File: src/rtl/ewb_queue.sv
// Eviction write buffer: DEPTH-entry circular queue of dirty lines between the
// cache evict path and pmem, with write coalescing and read hits from the buffer.
module ewb_queue #(
    parameter int unsigned DEPTH  = 4,
    parameter int unsigned ADDR_W = 32,
    parameter int unsigned DATA_W = 256
) (
    input  logic              clk,
    input  logic              rst,
    input  logic              mem_read,
    input  logic              mem_write,
    input  logic [ADDR_W-1:0] mem_address,
    input  logic [DATA_W-1:0] mem_wdata,
    output logic [DATA_W-1:0] mem_rdata,
    output logic              mem_resp,
    output logic              pmem_read,
    output logic              pmem_write,
    output logic [ADDR_W-1:0] pmem_address,
    output logic [DATA_W-1:0] pmem_wdata,
    input  logic [DATA_W-1:0] pmem_rdata,
    input  logic              pmem_resp,
    output logic              empty,
    output logic              full
);

    localparam int unsigned IDX_W = (DEPTH > 1) ? $clog2(DEPTH) : 1;
    localparam int unsigned CNT_W = $clog2(DEPTH + 1);

    typedef enum logic [1:0] {
        S_IDLE,
        S_DRAIN,
        S_PMEM_READ,
        S_RESP
    } state_t;

    state_t            state_q, state_d;
    logic              valid_q [DEPTH];
    logic [ADDR_W-1:0] addr_q  [DEPTH];
    logic [DATA_W-1:0] data_q  [DEPTH];
    logic [IDX_W-1:0]  head_q, tail_q;
    logic [CNT_W-1:0]  count_q;
    logic [DATA_W-1:0] rdata_q;

    logic              match_hit;
    logic [IDX_W-1:0]  match_idx;
    logic              do_alloc, do_coal, do_pop, load_hit, load_pmem;

    // Pointers wrap at DEPTH-1 so non-power-of-two depths work.
    function automatic logic [IDX_W-1:0] ptr_inc(input logic [IDX_W-1:0] p);
        return (p == IDX_W'(DEPTH - 1)) ? '0 : p + 1'b1;
    endfunction

    assign empty = (count_q == '0);
    assign full  = (count_q == CNT_W'(DEPTH));

    // Coalescing keeps addresses unique, so at most one entry can match.
    always_comb begin
        match_hit = 1'b0;
        match_idx = '0;
        for (int unsigned i = 0; i < DEPTH; i++) begin
            if (valid_q[i] && (addr_q[i] == mem_address)) begin
                match_hit = 1'b1;
                match_idx = IDX_W'(i);
            end
        end
    end

    // Next-state and per-state output decode.
    always_comb begin
        state_d      = state_q;
        do_alloc     = 1'b0;
        do_coal      = 1'b0;
        do_pop       = 1'b0;
        load_hit     = 1'b0;
        load_pmem    = 1'b0;
        mem_resp     = 1'b0;
        mem_rdata    = '0;
        pmem_read    = 1'b0;
        pmem_write   = 1'b0;
        pmem_address = '0;
        pmem_wdata   = '0;
        case (state_q)
            S_IDLE: begin
                if (mem_write) begin
                    if (match_hit) begin
                        do_coal = 1'b1;
                        state_d = S_RESP;
                    end else if (!full) begin
                        do_alloc = 1'b1;
                        state_d  = S_RESP;
                    end else begin
                        state_d = S_DRAIN;
                    end
                end else if (mem_read) begin
                    if (match_hit) begin
                        load_hit = 1'b1;
                        state_d  = S_RESP;
                    end else begin
                        state_d = S_PMEM_READ;
                    end
                end else if (!empty) begin
                    state_d = S_DRAIN;
                end
            end
            S_DRAIN: begin
                pmem_write   = 1'b1;
                pmem_address = addr_q[head_q];
                pmem_wdata   = data_q[head_q];
                if (pmem_resp) begin
                    do_pop  = 1'b1;
                    state_d = S_IDLE;
                end
            end
            S_PMEM_READ: begin
                pmem_read    = 1'b1;
                pmem_address = mem_address;
                if (pmem_resp) begin
                    load_pmem = 1'b1;
                    state_d   = S_RESP;
                end
            end
            S_RESP: begin
                mem_resp  = 1'b1;
                mem_rdata = rdata_q;
                state_d   = S_IDLE;
            end
            default: state_d = S_IDLE;
        endcase
    end

    // State, queue storage and read-data register.
    always_ff @(posedge clk) begin
        if (rst) begin
            state_q <= S_IDLE;
            head_q  <= '0;
            tail_q  <= '0;
            count_q <= '0;
            rdata_q <= '0;
            for (int unsigned i = 0; i < DEPTH; i++) begin
                valid_q[i] <= 1'b0;
                addr_q[i]  <= '0;
                data_q[i]  <= '0;
            end
        end else begin
            state_q <= state_d;
            if (do_coal) begin
                data_q[match_idx] <= mem_wdata;
            end
            if (do_alloc) begin
                valid_q[tail_q] <= 1'b1;
                addr_q[tail_q]  <= mem_address;
                data_q[tail_q]  <= mem_wdata;
                tail_q          <= ptr_inc(tail_q);
                count_q         <= count_q + 1'b1;
            end else if (do_pop) begin
                valid_q[head_q] <= 1'b0;
                head_q          <= ptr_inc(head_q);
                count_q         <= count_q - 1'b1;
            end
            if (load_hit) begin
                rdata_q <= data_q[match_idx];
            end else if (load_pmem) begin
                rdata_q <= pmem_rdata;
            end
        end
    end

endmodule

File: config.mk
export PLATFORM = sky130hd
export DESIGN_NAME = ewb_queue
export DESIGN_NICKNAME = d
export VERILOG_FILES = /design/src/rtl/ewb_queue.sv
export SDC_FILE = /design/constraint.sdc
export NUM_CORES = 2
export LEC_CHECK = 0
export BUFFER_PORTS_ARGS = -buffer_cell sky130_fd_sc_hd__buf_2
export CAP_MARGIN = 20
export CORE_AREA = 2 2 427 747
export DETAILED_ROUTE_END_ITERATION = 16
export DIE_AREA = 0 0 429 749
export REMOVE_ABC_BUFFERS = 1
export SLEW_MARGIN = 20
export SYNTH_ARGS = -nofsm -noshare
export SYNTH_HDL_FRONTEND = slang
export SYNTH_SLANG_ARGS = --single-unit
export TNS_END_PERCENT = 10
File: constraint.sdc
create_clock -name clk -period 25.3 [get_ports clk]
set_input_delay 5.06 -clock clk [delete_from_list [all_inputs] [get_ports clk]]
set_output_delay 5.06 -clock clk [all_outputs]
set_load 0.005 [all_outputs]
; Word level (Yosys, flattened, before mapping)
; Memory sizes are Yosys's and may differ from the RTL's. A register that Yosys moved wholly into a read port is not among the register bits.
; Cells that the tools add are included.
[op_classes]
addsub = 4
eq_ne = 13
mux = 72
n_bitwise = 1
reduce_logical = 15
[op_table]
columns = op, count
row1 = $mux W256, 6
row2 = $reduce_or A256 Y1, 2
row3 = $eq A32 B32 Y1, 4
row4 = $pmux W32 S2, 1
row5 = $mux W1, 41
row6 = $mux W2, 20
row7 = $mux W32, 1
row8 = $reduce_or A32 Y1, 1
row9 = $eq A2 B2 Y1 const B, 4
row10 = $pmux W2 S4, 1
row11 = $mux W3, 2
row12 = $add A2 B1 Y2 const B, 2
row13 = $logic_and A1 B1 Y1, 4
row14 = $ne A2 B2 Y1 const B, 2
row15 = $ne A4 B4 Y1 const B, 1
row16 = $reduce_bool A2 Y1, 2
row17 = $add A3 B1 Y3 const B, 1
row18 = $eq A3 B3 Y1 const B, 1
row19 = $logic_not A3 Y1, 1
row20 = $reduce_and A3 Y1, 1
row21 = $sub A3 B1 Y3 const B, 1
row22 = $eq A2 B1 Y1 const B, 1
row23 = $logic_not A2 Y1, 1
row24 = $reduce_and A2 Y1, 1
row25 = 2 further kinds, 3
[totals]
register_bits = 265
ramBits = 1156
input_bits = 549
output_inout_bits = 549
n_memories = 3
[mem_list]
columns = name, words, word_bits, rd, rd_ports_with_merged_regs, wr, line_no
row1 = data_q, 4, 256, 2, 1, 4, 39  ; logic [DATA_W-1:0] data_q [DEPTH];
row2 = addr_q, 4, 32, 5, 1, 4, 38  ; logic [ADDR_W-1:0] addr_q [DEPTH];
row3 = valid_q, 4, 1, 4, 0, 4, 37  ; logic valid_q [DEPTH];

; Depth between registers and ports, before layout
; An unclocked memory read counts as a cell.
[depth]
word_depth = 16
mapped_depth = 12
mapped_depth_nobuf = 10

; Least setup slack after synthesis
; Ideal clock, no wire load.
[synth_path]
path_type = input-to-reg
from = input port mem_address[0]
to = memory data_q[0][0] (enable)
setup_time_ns = 1.227
arrival_time_ns = 24.790
slack_ns = -0.717
path_stages = 10
cell_sequence = buf_4 > xor2_1 > nor4_2 > nand2_1 > or4_1 > buf_2 > a211o_1 > buf_6 > buf_6 > o21ai_0
[synth_lines]
columns = item, line_no
row1 = from (decl), 12  ; input logic [ADDR_W-1:0] mem_address,
row2 = to (decl), 39

==> out/qor.yml <==
outcome: "finished clean"
first_global_vias: 62700
die_x_um: 429
grt_max_degree: 157
p_leak_nw: 33.7
globalRouteOverflowTotal: 0
synthesis.instances: 6813
fillers: 32300
cts_max_path_buffers: 4
core_area_um2: 315000
cts_tree: "built"
rsz0062_at_grt: "no"
io_buffers: 1097
cp.required_ns: 25.81
crit_arrival_ns: 11.86
cts_hold_buf: 0
criticalPathCategory: "in2reg"
avgSynthCellArea_um2: 11.5
reg2regPathDepth: 11
track_usage: 0.198
yosysTopAreaCellShare: 0.442
cts_made_buffers: 153
die_h_um: 749
synthTopCellsByArea: "edfxtp_1, mux4_2, dfxtp_1"
rows: 273
finalHoldViolCount: 0
finalCritPeriodShare: 0.449
syn-cell-area_um2: 78600
finClkSkew_ns: 0.0689
cts.htree.levels: 4
synth_edf_count: 1156
synth_top_area_cell: "edfxtp_1"
synthArstFlopShare: 0
grt_pass1_wl_mm: 469
final_cell_area_um2: 92300
vias: 62500
drt-wirelength-per-cell_um: 28.2
end_kind: "flip-flop"
fin_crit_ns: 11.36
die-area_um2: 321000
reg2reg_to: "data_q[2][193]"
ys_ff_latch: 1423
timing.rr.start: "addr_q[3][29]"
avgViaCountPerCell: 5.31
drive_gt1_frac: 0.327
ys_seq_area_frac: 0.510
vdd_drop_max_mv: 0.0510
worstHoldPathType: "reg2reg"
cts_num_sinks: 1423
dpl.hpwl_mm: 218
rrSetupSlack_ns: 17.99
drc: 0
cp-start-kind: "input port"
finalSetupTns_ns: 0
critPathMaxFanout: 146
boundaryPins: 1098
yosysWarnings: 0
startpoint: "mem_address[29]"
drt_iter0_drc: 6038
fmax_mhz: 88.1
power_density_nw_per_um2: 80.4
clkLatencyLatePin_ns: 0.84
ant_nets: 0
drv_slew: 0
post-cts-setup-buffer-count: 0
clockRootBuffer: "clkbuf_16"
cp-endpoint: "data_q[2][193]"
maxSlewHeadroom: 0.102
setup_viol: 0
dr.pass1.iters: 7
post_cts_resized: 0
clkTransAtPathRegs_ns: 0.06
routabilityCongestion: 0.935
wirelength_mm: 332
synth_ff_type: "edfxtp_1"
area_delta_synth_final_pct: 17.4
ys_types: 61
place_area_um2: 87300
max_cap_viol_count: 0
tightest_slew_ns: 1.35
nNetsFinal: 8044
antenna_found_initial: 84
start_util: 0.249
[power by group]
part	total, mW	internal [mW]	switching (mW)	leakage (nW)
Clock	2.27	1.28	0.984	2.36
Sequential	3.16	2.95	0.205	14.2
Combinational	2.00	0.589	1.41	17.2
[metrics by stage]
stage	hold slack (ns)	utilization	setup WS (ns)	total power, mW	instances
4_1_cts	0.522	0.292	14.16	7.46	11700
6_report	0.509	0.293	13.94	7.42	11800
3_5_place_dp	0.517	0.277	13.22	5.20	11500
5_1_grt	0.559	0.293	13.86	7.67	11700
3_3_place_gp	0.496	0.277	13.14	5.16	11500
2_1_floorplan	0.484	-	-58.07	4.54	6094
[area by class of cell]
class | instances | area (um^2) | area share
flip-flops and latches | 1423 | 40100 | 0.434
clock inverters | 56 | 609 | 0.00660
well taps | 4125 | 5160 | 0.0559
inverters | 267 | 1000 | 0.0109
multi-input cells | 4404 | 34400 | 0.373
diodes | 37 | 92.6 | 0.00100
repair buffers | 1239 | 6710 | 0.0727
clock buffers | 213 | 4260 | 0.0461
[logic make-up after synthesis]
family,Yosys count,synth area share
buffers and inverters,986,0.0547
XOR/XNOR,127,0.0142
adder cells (fa/ha/maj),7,0.00121
AO/OA/AOI/OAI,1098,0.118
multiplexers,547,0.116
flip-flops,1423,0.510
AND/OR/NAND/NOR,2625,0.187
[state kept, by name, summed over array words and instances (netlist names), named ones only]
signal / cells
data_q: 1024
head_q: 2
rdata_q: 256
tail_q: 2
valid_q: 4
addr_q: 128
count_q: 3
state_q: 2
[cells in the final DEF, fill, tap and decap left out, drive strengths merged, types with 15 or more instances in the layout]
master  count
nor3      780
clkinv     36
nand2     790
clkbuf    213
and2      639
nor2b      35
mux4      288
dfxtp     267
buf      1239
nor4       53
a22oi      32
diode      37
a31o      256
a211o     257
o21ai      15
xnor2      24
inv       270
a31oi     257
xor2      103
nor2      270
o211ai    258
mux2i     258
edfxtp   1156
[worst max-delay path, cell delays in order]
cell     delay, ns
buf_2         0.17
xor2_1        0.19
nor4_2        0.79
nand4_1       0.36
nor4_4        0.41
buf_12        0.56
a211o_4       0.64
buf_4         0.75
buf_4         0.84
buf_4         0.80
buf_4         0.79
nor3_2        0.08
[how the worst min path moves through the flow]
stage / start / to / slack, ns / cells after the start
4_1_cts: data_q[3][243] / rdata_q[243] / 0.52 / 2
5_1_grt: data_q[3][246] / rdata_q[246] / 0.56 / 2
3_5_place_dp: count_q[1] / count_q[1] / 0.52 / 2
3_3_place_gp: count_q[1] / count_q[1] / 0.50 / 2
6_report: data_q[3][94] / rdata_q[94] / 0.51 / 2
2_1_floorplan: count_q[1] / count_q[1] / 0.48 / 2
[per-layer routing]
metal,track usage,part of all wire,wire (um),vias up
met5,0,0.0011,367,-
met4,0.101,0.057,18900,56
met3,0.0442,0.085,28100,726
met2,0.330,0.48,159000,3432
met1,0.238,0.38,126000,31800
li1,-,-,-,26500
[synthesized netlist by cell type, drive strengths merged (35+ instances only)]
cell and count:
o211ai 258, a31oi 257, dfxtp 267, nand2 790
mux2i 258, xor2 103, edfxtp 1156, nor2 270
and2 639, clkbuf 394, nor4 53, a31o 256
inv 267, nor3 780, nor2b 35, a211o 257
buf 325, mux4 288
Power figures use the tool's default switching activity.
